===== src/rtl/fc_argmax_reader.sv =====
// rtl/fc_argmax_reader.sv - captures ten class scores, scans for the argmax, reports winner and margin
module fc_argmax_reader #(
    parameter int N_CLASS = 10,
    parameter int DW      = 16,
    parameter int IW      = 4
) (
    input  logic                 clk,
    input  logic                 rst_n,
    input  logic                 in_valid,
    output logic                 in_ready,
    input  logic signed [DW-1:0] OR1_1,
    input  logic signed [DW-1:0] OR1_2,
    input  logic signed [DW-1:0] OR1_3,
    input  logic signed [DW-1:0] OR1_4,
    input  logic signed [DW-1:0] OR1_5,
    input  logic signed [DW-1:0] OR1_6,
    input  logic signed [DW-1:0] OR1_7,
    input  logic signed [DW-1:0] OR1_8,
    input  logic signed [DW-1:0] OR1_9,
    input  logic signed [DW-1:0] OR1_10,
    output logic                 out_valid,
    input  logic                 out_ready,
    output logic [IW-1:0]        out_class,
    output logic signed [DW-1:0] out_score,
    output logic [DW:0]          out_margin,
    output logic [7:0]           drop_cnt
);

    localparam logic [1:0] S_IDLE = 2'd0;
    localparam logic [1:0] S_SCAN = 2'd1;
    localparam logic [1:0] S_DONE = 2'd2;

    localparam logic [IW-1:0]        LAST_IDX  = IW'(N_CLASS - 1);
    localparam logic signed [DW-1:0] MIN_SCORE = {1'b1, {(DW-1){1'b0}}};

    logic signed [DW-1:0] in_scores [N_CLASS];

    assign in_scores[0] = OR1_1;
    assign in_scores[1] = OR1_2;
    assign in_scores[2] = OR1_3;
    assign in_scores[3] = OR1_4;
    assign in_scores[4] = OR1_5;
    assign in_scores[5] = OR1_6;
    assign in_scores[6] = OR1_7;
    assign in_scores[7] = OR1_8;
    assign in_scores[8] = OR1_9;
    assign in_scores[9] = OR1_10;

    logic [1:0]           state_q,      state_d;
    logic [IW-1:0]        idx_q,        idx_d;
    logic signed [DW-1:0] score_q [N_CLASS];
    logic signed [DW-1:0] score_d [N_CLASS];
    logic signed [DW-1:0] best_q,       best_d;
    logic signed [DW-1:0] second_q,     second_d;
    logic [IW-1:0]        bidx_q,       bidx_d;
    logic                 out_valid_q,  out_valid_d;
    logic [IW-1:0]        out_class_q,  out_class_d;
    logic signed [DW-1:0] out_score_q,  out_score_d;
    logic [DW:0]          out_margin_q, out_margin_d;
    logic [7:0]           drop_cnt_q,   drop_cnt_d;
    logic signed [DW-1:0] cur_score;

    assign in_ready   = (state_q == S_IDLE);
    assign out_valid  = out_valid_q;
    assign out_class  = out_class_q;
    assign out_score  = out_score_q;
    assign out_margin = out_margin_q;
    assign drop_cnt   = drop_cnt_q;

    always_comb begin
        state_d      = state_q;
        idx_d        = idx_q;
        score_d      = score_q;
        best_d       = best_q;
        second_d     = second_q;
        bidx_d       = bidx_q;
        out_valid_d  = out_valid_q;
        out_class_d  = out_class_q;
        out_score_d  = out_score_q;
        out_margin_d = out_margin_q;
        drop_cnt_d   = drop_cnt_q;
        cur_score    = score_q[idx_q];

        case (state_q)
            S_IDLE: begin
                if (in_valid) begin
                    score_d  = in_scores;
                    best_d   = in_scores[0];
                    bidx_d   = '0;
                    second_d = MIN_SCORE;
                    idx_d    = IW'(1);
                    state_d  = S_SCAN;
                end
            end
            S_SCAN: begin
                // Strict compare keeps the lowest index on ties; the tied value drops to second.
                if (cur_score > best_q) begin
                    second_d = best_q;
                    best_d   = cur_score;
                    bidx_d   = idx_q;
                end else if (cur_score > second_q) begin
                    second_d = cur_score;
                end
                if (idx_q == LAST_IDX) begin
                    out_class_d  = bidx_d;
                    out_score_d  = best_d;
                    out_margin_d = {best_d[DW-1], best_d} - {second_d[DW-1], second_d};
                    out_valid_d  = 1'b1;
                    idx_d        = '0;
                    state_d      = S_DONE;
                end else begin
                    idx_d = idx_q + IW'(1);
                end
            end
            S_DONE: begin
                if (out_ready) begin
                    out_valid_d = 1'b0;
                    state_d     = S_IDLE;
                end
            end
            default: begin
                state_d = S_IDLE;
            end
        endcase

        // Vectors offered while busy are lost; count them, saturating.
        if (in_valid && !in_ready && (drop_cnt_q != 8'hFF)) begin
            drop_cnt_d = drop_cnt_q + 8'd1;
        end
    end

    always_ff @(posedge clk) begin
        if (!rst_n) begin
            state_q      <= S_IDLE;
            idx_q        <= '0;
            for (int i = 0; i < N_CLASS; i++) begin
                score_q[i] <= '0;
            end
            best_q       <= '0;
            second_q     <= '0;
            bidx_q       <= '0;
            out_valid_q  <= 1'b0;
            out_class_q  <= '0;
            out_score_q  <= '0;
            out_margin_q <= '0;
            drop_cnt_q   <= '0;
        end else begin
            state_q      <= state_d;
            idx_q        <= idx_d;
            score_q      <= score_d;
            best_q       <= best_d;
            second_q     <= second_d;
            bidx_q       <= bidx_d;
            out_valid_q  <= out_valid_d;
            out_class_q  <= out_class_d;
            out_score_q  <= out_score_d;
            out_margin_q <= out_margin_d;
            drop_cnt_q   <= drop_cnt_d;
        end
    end

endmodule


===== config.mk =====
export PLATFORM = sky130hd
export DESIGN_NAME = fc_argmax_reader
export DESIGN_NICKNAME = d
export VERILOG_FILES = /design/src/rtl/fc_argmax_reader.sv
export SDC_FILE = /design/constraint.sdc
export NUM_CORES = 1
export LEC_CHECK = 0
export BUFFER_PORTS_ARGS = -buffer_cell sky130_fd_sc_hd__buf_2
export CORE_ASPECT_RATIO = 0.8
export CORE_MARGIN = 1.5
export CORE_UTILIZATION = 57
export DETAILED_ROUTE_END_ITERATION = 16
export PLACE_DENSITY = 0.81
export SYNTH_ARGS = -nofsm -noshare
export SYNTH_HDL_FRONTEND = slang
export SYNTH_SLANG_ARGS = --single-unit

===== constraint.sdc =====
create_clock -name clk -period 8.25 [get_ports clk]
set_input_delay 0.4125 -clock clk [delete_from_list [all_inputs] [get_ports clk]]
set_output_delay 0.4125 -clock clk [all_outputs]
set_load 0.01 [all_outputs]

# After elaboration in Yosys (flattened, before gate mapping)
# Cells that the tools add are included.
# classes
order_cmp	3
bitwise	1
n_mux	25
n_addsub	3
n_reduce_logical	11
eq_ne	7
# ops
cell	count
2-to-1 mux 16 bit	9
binary-select mux 16 bit (select 4 bit)	1
one-hot mux 16 bit (2 select lines)	2
greater-than comparator 16 bit	2
subtractor 16 x 16 -> 17 bit	1
2-to-1 mux 4 bit	4
one-hot mux 4 bit (2 select lines)	2
adder 8 x 1 -> 8 bit, second input constant	1
!= test 8 bit, second input constant	1
2-to-1 mux 2 bit	3
!= test 2 bit, second input constant	3
one-hot mux 2 bit (3 select lines)	1
AND reduction 2 bit	3
AND reduction 3 bit	2
>= comparator 5 bit, second input constant	1
NOT 4 -> 5 bit	1
adder 4 x 1 -> 4 bit, second input constant	1
== test 4 bit, second input constant	1
nonzero test 2 bit	2
== test 2 x 1 -> 1 bit, second input constant	1
== test 2 bit, second input constant	1
logical AND 1 bit	2
zero test 2 bit	1
2-to-1 mux 1 bit	2
2 further kinds	2
# word_totals
wordCells	70
in_bits	164
reg_bits	248

# Longest topological paths before layout
# depth
depth_word	9
mapped_depth	30
depth_no_buf	25

# Worst setup path before layout
# No wires, ideal clock.
# synth_timing
kind	register to register
from	register idx_q[0]
to	register out_margin_q[15], in the netlist out_margin[15]
path_slack_ns	1.335
period_less_slack_ns	6.915
path_stages_with_launch	31
arrival_time_ns	6.844
path_buffers	8
path_cell_list	dfxtp_1 > buf_2 > buf_4 > buf_2 > clkbuf_1 > buf_1 > mux2i_1 > o22ai_1 > ha_1 > nand4_1 > or2_1 > o221ai_1 > o31ai_2 > and3_4 > buf_6 > clkbuf_1 > clkbuf_1 > nor2_1 > a21oi_1 > ha_1 > a21o_1 > a21o_1 > o21bai_1 > mux2_2 > nand3_1 > a22oi_1 > o311a_4 > o31ai_4 > o311ai_1 > a2111o_1 > a21oi_1
# synth_between
elab_chain_cells	9
word_cells_on_any_way	14
# synth_rtl
element	line_no	text
from (decl)	50	logic [IW-1:0] idx_q, idx_d;
from (signal assigned)	149	idx_q <= idx_d;
NOT 4 -> 5 bit (implied by the code)	82	cur_score = score_q[idx_q];
binary-select mux 16 bit (select 4 bit)	82	
2-to-1 mux 16 bit (implied by the code) (2 in series)	82	
greater-than comparator 16 bit	101	end else if (cur_score > second_q) begin
2-to-1 mux 16 bit	101	
2-to-1 mux 16 bit	97	if (cur_score > best_q) begin
2-to-1 mux 16 bit	84	case (state_q)
subtractor 16 x 16 -> 17 bit	107	out_margin_d = {best_d[DW-1], best_d} - {second_d[DW-1], second_d};
to (signal assigned)	157	out_margin_q <= out_margin_d;
to (decl)	59	logic [DW:0] out_margin_q, out_margin_d;
# Several ways; a longest one is shown, not always the timed one. The select of a mux whose other input is x is not followed.
# A chain may end at the register's enable or synchronous reset.

# Worst setup path in the final report
# layout_timing
from	register idx_q[3]
to	register out_margin_q[14], in the netlist out_margin[14]
# Same word-level chain as after synthesis.

==> run summary <==
The met1 track demand over resource is 48.81%. The minimum clock period after layout is 7269 ps. The number of buffers inserted by post-CTS setup repair came out at 0. The number of clock buffers inserted by TritonCTS came out at 25. The number of slew-limit violations in the final report is 0. The start-to-end type of the worst setup path is reg2reg. The met2 usage came out at 45.24%.

VDD sags by at most 0.0001559 V. The worst setup path is captured at a flip-flop. The fraction of final layout cells sized beyond drive strength 1 came out at 19.27%. The antenna violation net count after detailed routing is 0. The cell area that synthesis handed to floorplanning was 12200 um2. Summing the areas of all compound-gate instances in the mapped netlist gives 18.78% of the synthesized area. The gate count after technology mapping came out at 1517. The share of total power in the clock network is 34.3%.

The number of global-route vias before repair came to 10396. On the final layout, the worst hold slack is 99.99 ps. The count of max-cap constraint violations is 0.

The global-route congestion overflow total is 0. The fraction of power spent switching nets is 33.05%. The final period utilization is 88.11%. The class of the tightest hold or removal check is in2reg. The detailed-router iteration count before antenna repair is 7. For this run, design rule violations remaining after detail routing come to 0.

The aggregate global-route resource usage is 32.38%. The slowest stage of the critical path belongs to the cell sky130_fd_sc_hd__dfxtp_1. Setup repair after global routing left no endpoint under its margin. Registers are responsible for 37.9% of the overall power. Counting every net in the synthesized netlist gives 1729. Global routing used 8.055% of the available met3 tracks. The slew at the pin closest to its max-slew limit came out at 1135 ps.

The layout overhead on the synthesized area came out at 15.88%. After Yosys synthesis, and, or, nand and nor cells account for 19.11% of the synthesized area. STA classifies the critical path startpoint as a flip-flop.

The signal on the critical path passes through nand2_1 -> o22ai_1 -> ha_1 -> a41o_1 -> a21oi_2 -> nor3_1 -> o31ai_2 -> nand3_1 -> a21oi_1 -> ha_1 -> inv_1 -> fa_1 -> a21o_1 -> and2_1 -> a211o_1 -> a41o_1 -> a311oi_2 -> o31ai_1 -> xnor2_1 -> o21ai_0 -> and2_1. The worst max-slew margin expressed relative to the limit is 24.34%. Synthesis inferred 248 register bits. The number of hold-repair buffers added at the cts stage is 0. After synthesis, the netlist uses 74 different library cells. The tree is rooted in a sky130_fd_sc_hd__clkbuf_16.

Of all nets on the critical path, the largest fanout is 24. The die area is 22290 um2. The final sum of negative setup slack came out at 0 ps.

Setup slack on the critical path of the routed design comes to 981.3 ps. The number of buffers added on ports is 210. Post-CTS repair changed the size of 0 cells.

The routed wire length per instance is 19.16 um. The maximum level of the CTS H-tree came out at 1. Summed over all layers, the routed wires come to 37.29 mm. The clock network latency to the later pin of the worst-skew pair came out at 550 ps. The async set or reset register ratio after synthesis came out at 0%. The endpoint arrival time on the critical path is 7720 ps. The worst register-to-register path ends at out_margin[14]. The synthesized area per cell came out at 8.039 um2. The die span in y is 133.8 um. The number of antenna violations at the first check in global routing is 2. The number of placement rows came out at 47. The achievable frequency is 0.1376 GHz. Setup violations remaining at the end of the flow were counted as 0.

Data on the critical path is required at its endpoint by 8700 ps. The most critical setup path has its endpoint at out_margin[14]. After detailed routing, the number of vias per cell comes to 5.928. TritonCTS built the clock tree. For flop-to-flop paths, the worst setup slack is 980 ps. The critical path startpoint is idx_q[3]. The first global-routing pass estimated 56.81 mm of wire. Summed over all nets, the half-perimeter wirelength after detailed placement is 26.69 mm. The clock slew at the register clock pins of the worst setup and hold paths came out at 70 ps. For this design the top-level I/O count stands at 211. The largest net degree at the start of global routing came out at 158. The cell area power density is 245.0 nW/um2. The worst clock skew came out at 16.32 ps. After layout, the design draws a total of 3.462 mW. The xor and xnor area share after synthesis is 1.642%. The number of warnings printed during yosys synthesis is 0. The final estimated routing congestion in global placement is 0.9864. Counting every sink on the clock net gives 248. The effective utilization at floorplan is 58.58%. The logic depth of the worst setup path including buffers is 21. The number of violations reported at the end of detailed-routing iteration 0 is 1395. For this run, the leading register cell type out of synthesis is sky130_fd_sc_hd__dfxtp_1. The number of enable flip-flop cells after synthesis came out at 0. The total buffers and inverters traversed by the critical path came out at 1. The launch instance of the worst register-to-register path is idx_q[3].

Across all layers, the routed design uses 11535 vias. Summing the sequential cell areas from Yosys gives 40.71% of the chip area. The global routing stage identified its most utilized layer as met1. The die extent in x came out at 166.5 um. The minimum setup slack after placement is 1212 ps.

In the synthesized netlist, mux cells make up 9.623% of the area. Combinational cells account for 27.8% of the total power. The adder-cell share of the synthesized area is 4.986%.

The run finished with clean final reports. The biggest cell delay along the critical path is 830 ps. After synthesis, the largest family of logic cells by area is simple AND/OR/NAND/NOR gates. The internal power of the cells is 2.318 mW. The leakage power figure came out at 5.765 nW. The cell depth of the worst flop-to-flop path came out at 21.

The maximum count of clock buffers along a single path came out at 3. The final number of hold-violating endpoints came out at 0. The layout filler cell count is 1712. Summed over all nets, the switching power comes to 1.144 mW. The placeable core region came out at 20820 um2. The final-stage net count came out at 1869. Grouping stages by cell kind, the critical path spends the most delay in compound AO/OA/AOI/OAI gates.
## cell usage in the layout, fill, tap and decap left out, types with 3 or more instances in the layout
cell type / Yosys / routed
sky130_fd_sc_hd__nand2_1: 378 / 377
sky130_fd_sc_hd__a21oi_1: 247 / 247
sky130_fd_sc_hd__dfxtp_1: 248 / 246
sky130_fd_sc_hd__buf_2: 4 / 210
sky130_fd_sc_hd__nor2_1: 137 / 137
sky130_fd_sc_hd__inv_1: 54 / 53
sky130_fd_sc_hd__ha_1: 47 / 47
sky130_fd_sc_hd__mux2i_1: 43 / 43
sky130_fd_sc_hd__mux4_2: 32 / 32
sky130_fd_sc_hd__clkbuf_16: 0 / 25
sky130_fd_sc_hd__a31oi_1: 20 / 20
sky130_fd_sc_hd__o22ai_1: 15 / 15
sky130_fd_sc_hd__nand3_1: 15 / 15
sky130_fd_sc_hd__xnor2_1: 14 / 14
sky130_fd_sc_hd__and2_1: 14 / 13
sky130_fd_sc_hd__o21ai_0: 13 / 13
sky130_fd_sc_hd__buf_4: 1 / 11
sky130_fd_sc_hd__o221ai_1: 9 / 9
sky130_fd_sc_hd__a21o_1: 9 / 9
sky130_fd_sc_hd__nand4_1: 8 / 8
sky130_fd_sc_hd__a211oi_1: 8 / 8
sky130_fd_sc_hd__nor3_1: 7 / 7
sky130_fd_sc_hd__a22oi_1: 7 / 7
sky130_fd_sc_hd__xor2_1: 7 / 7
sky130_fd_sc_hd__clkbuf_8: 0 / 7
sky130_fd_sc_hd__o221a_2: 6 / 6
sky130_fd_sc_hd__o31ai_1: 6 / 6
sky130_fd_sc_hd__or3_1: 5 / 5
sky130_fd_sc_hd__nor2b_1: 4 / 4
sky130_fd_sc_hd__o211ai_1: 4 / 4
sky130_fd_sc_hd__clkbuf_1: 90 / 4
sky130_fd_sc_hd__a41o_1: 3 / 3
sky130_fd_sc_hd__clkinv_2: 0 / 3
## state kept, by name, indices dropped and copies added, names as in the netlist
register,flops
score_q,160
out_margin,17
best_q,16
out_score,16
second_q,16
drop_cnt,8
bidx_q,4
idx_q,4
out_class,4
state_q,2
out_valid,1
## layer usage
layer  routed length, um  vias up  part of all wire, %
li1                    -     5479                    -
met1               16690     5420                   45
met2               15380      558                   41
met3                4104       76                   11
met4                1092        2                  2.9
met5                  13        -                0.035
## logic make-up (layout without fill, tap and decap cells)
group	after synthesis	in the layout
xor gates and xnor gates	22	22
AOI/OAI and AO/OA	379	379
other	0	1
adders and majority gates	48	48
muxes	77	77
DFF	248	248
and+or+nand+nor	580	580
buffers and inverters	163	322
## metrics by stage
| step | utilization [%] | instance area [um2] | std cells |
|---|---|---|---|
| 6_report | 67.89 | 14130 | 1946 |
| 2_1_floorplan | - | 12200 | 1517 |
| 4_1_cts | 67.87 | 14130 | 1945 |
| 3_3_place_gp | 63.72 | 13260 | 1899 |
| 3_5_place_dp | 63.72 | 13260 | 1899 |
| 5_1_grt | 67.87 | 14130 | 1945 |
## power groups by stage
stage | registers, mW | logic, mW | clock network [mW]
2_1_floorplan | 1.31 | 0.724 | 0
3_3_place_gp | 1.33 | 0.916 | 0
3_5_place_dp | 1.33 | 0.930 | 0
4_1_cts | 1.31 | 0.940 | 1.19
5_1_grt | 1.32 | 1.04 | 1.24
6_report | 1.31 | 0.964 | 1.19
## area by class of cell
| class | instances | area, um2 | share of cell area [%] |
|---|---|---|---|
| multi-input combinational | 1106 | 6613 | 46.79 |
| clock buffer | 36 | 737.0 | 5.215 |
| inverter | 55 | 211.5 | 1.496 |
| tap | 269 | 336.6 | 2.382 |
| sequential | 248 | 4970 | 35.17 |
| clock inverter | 10 | 128.9 | 0.9119 |
| antenna | 1 | 2.502 | 0.01771 |
| timing repair buffer | 221 | 1134 | 8.021 |
## synthesized netlist by cell type, drive strengths merged (5+ instances only)
library cell	count	area, um2
nand2	378	1419
a21oi	248	1245
dfxtp	248	4965
nor2	137	514.2
clkbuf	90	337.8
inv	54	202.7
ha	47	588.1
mux2i	43	430.4
mux4	32	720.7
a31oi	21	146.4
buf	18	83.83
o22ai	16	106.4
nand3	15	75.07
o21ai	15	75.07
xnor2	15	138.9
and2	14	87.58
a21o	9	67.56
o221ai	9	78.83
o31ai	9	91.33
a211oi	8	60.06
nand4	8	50.05
a22oi	7	52.55
nor3	7	35.03
xor2	7	61.31
o221a	6	67.56
or3	5	31.28
## how the worst min path moves through the flow
stage                             start             to  slack [ps]  cells after the start
after floorplan              score_q[3]     score_q[3]         430                      2
after global placement    out_margin[5]  out_margin[5]         440                      2
after detailed placement  out_margin[4]  out_margin[4]         440                      2
after CTS                      OR1_8[9]    score_q[41]         100                      3
after global routing           OR1_8[9]    score_q[41]         100                      3
final                          OR1_8[9]    score_q[41]         100                      3
## worst reg2reg max path, delay by kind of cell (launching register included)
kind	cells	cell delay, ps
DFF	1	830
AOI/OAI and AO/OA	11	3520
xor gates and xnor gates	1	170
adders and majority gates	3	1010
and+or+nand+nor	5	1580
buffers and inverters	1	60
Power figures use the tool's default switching activity.
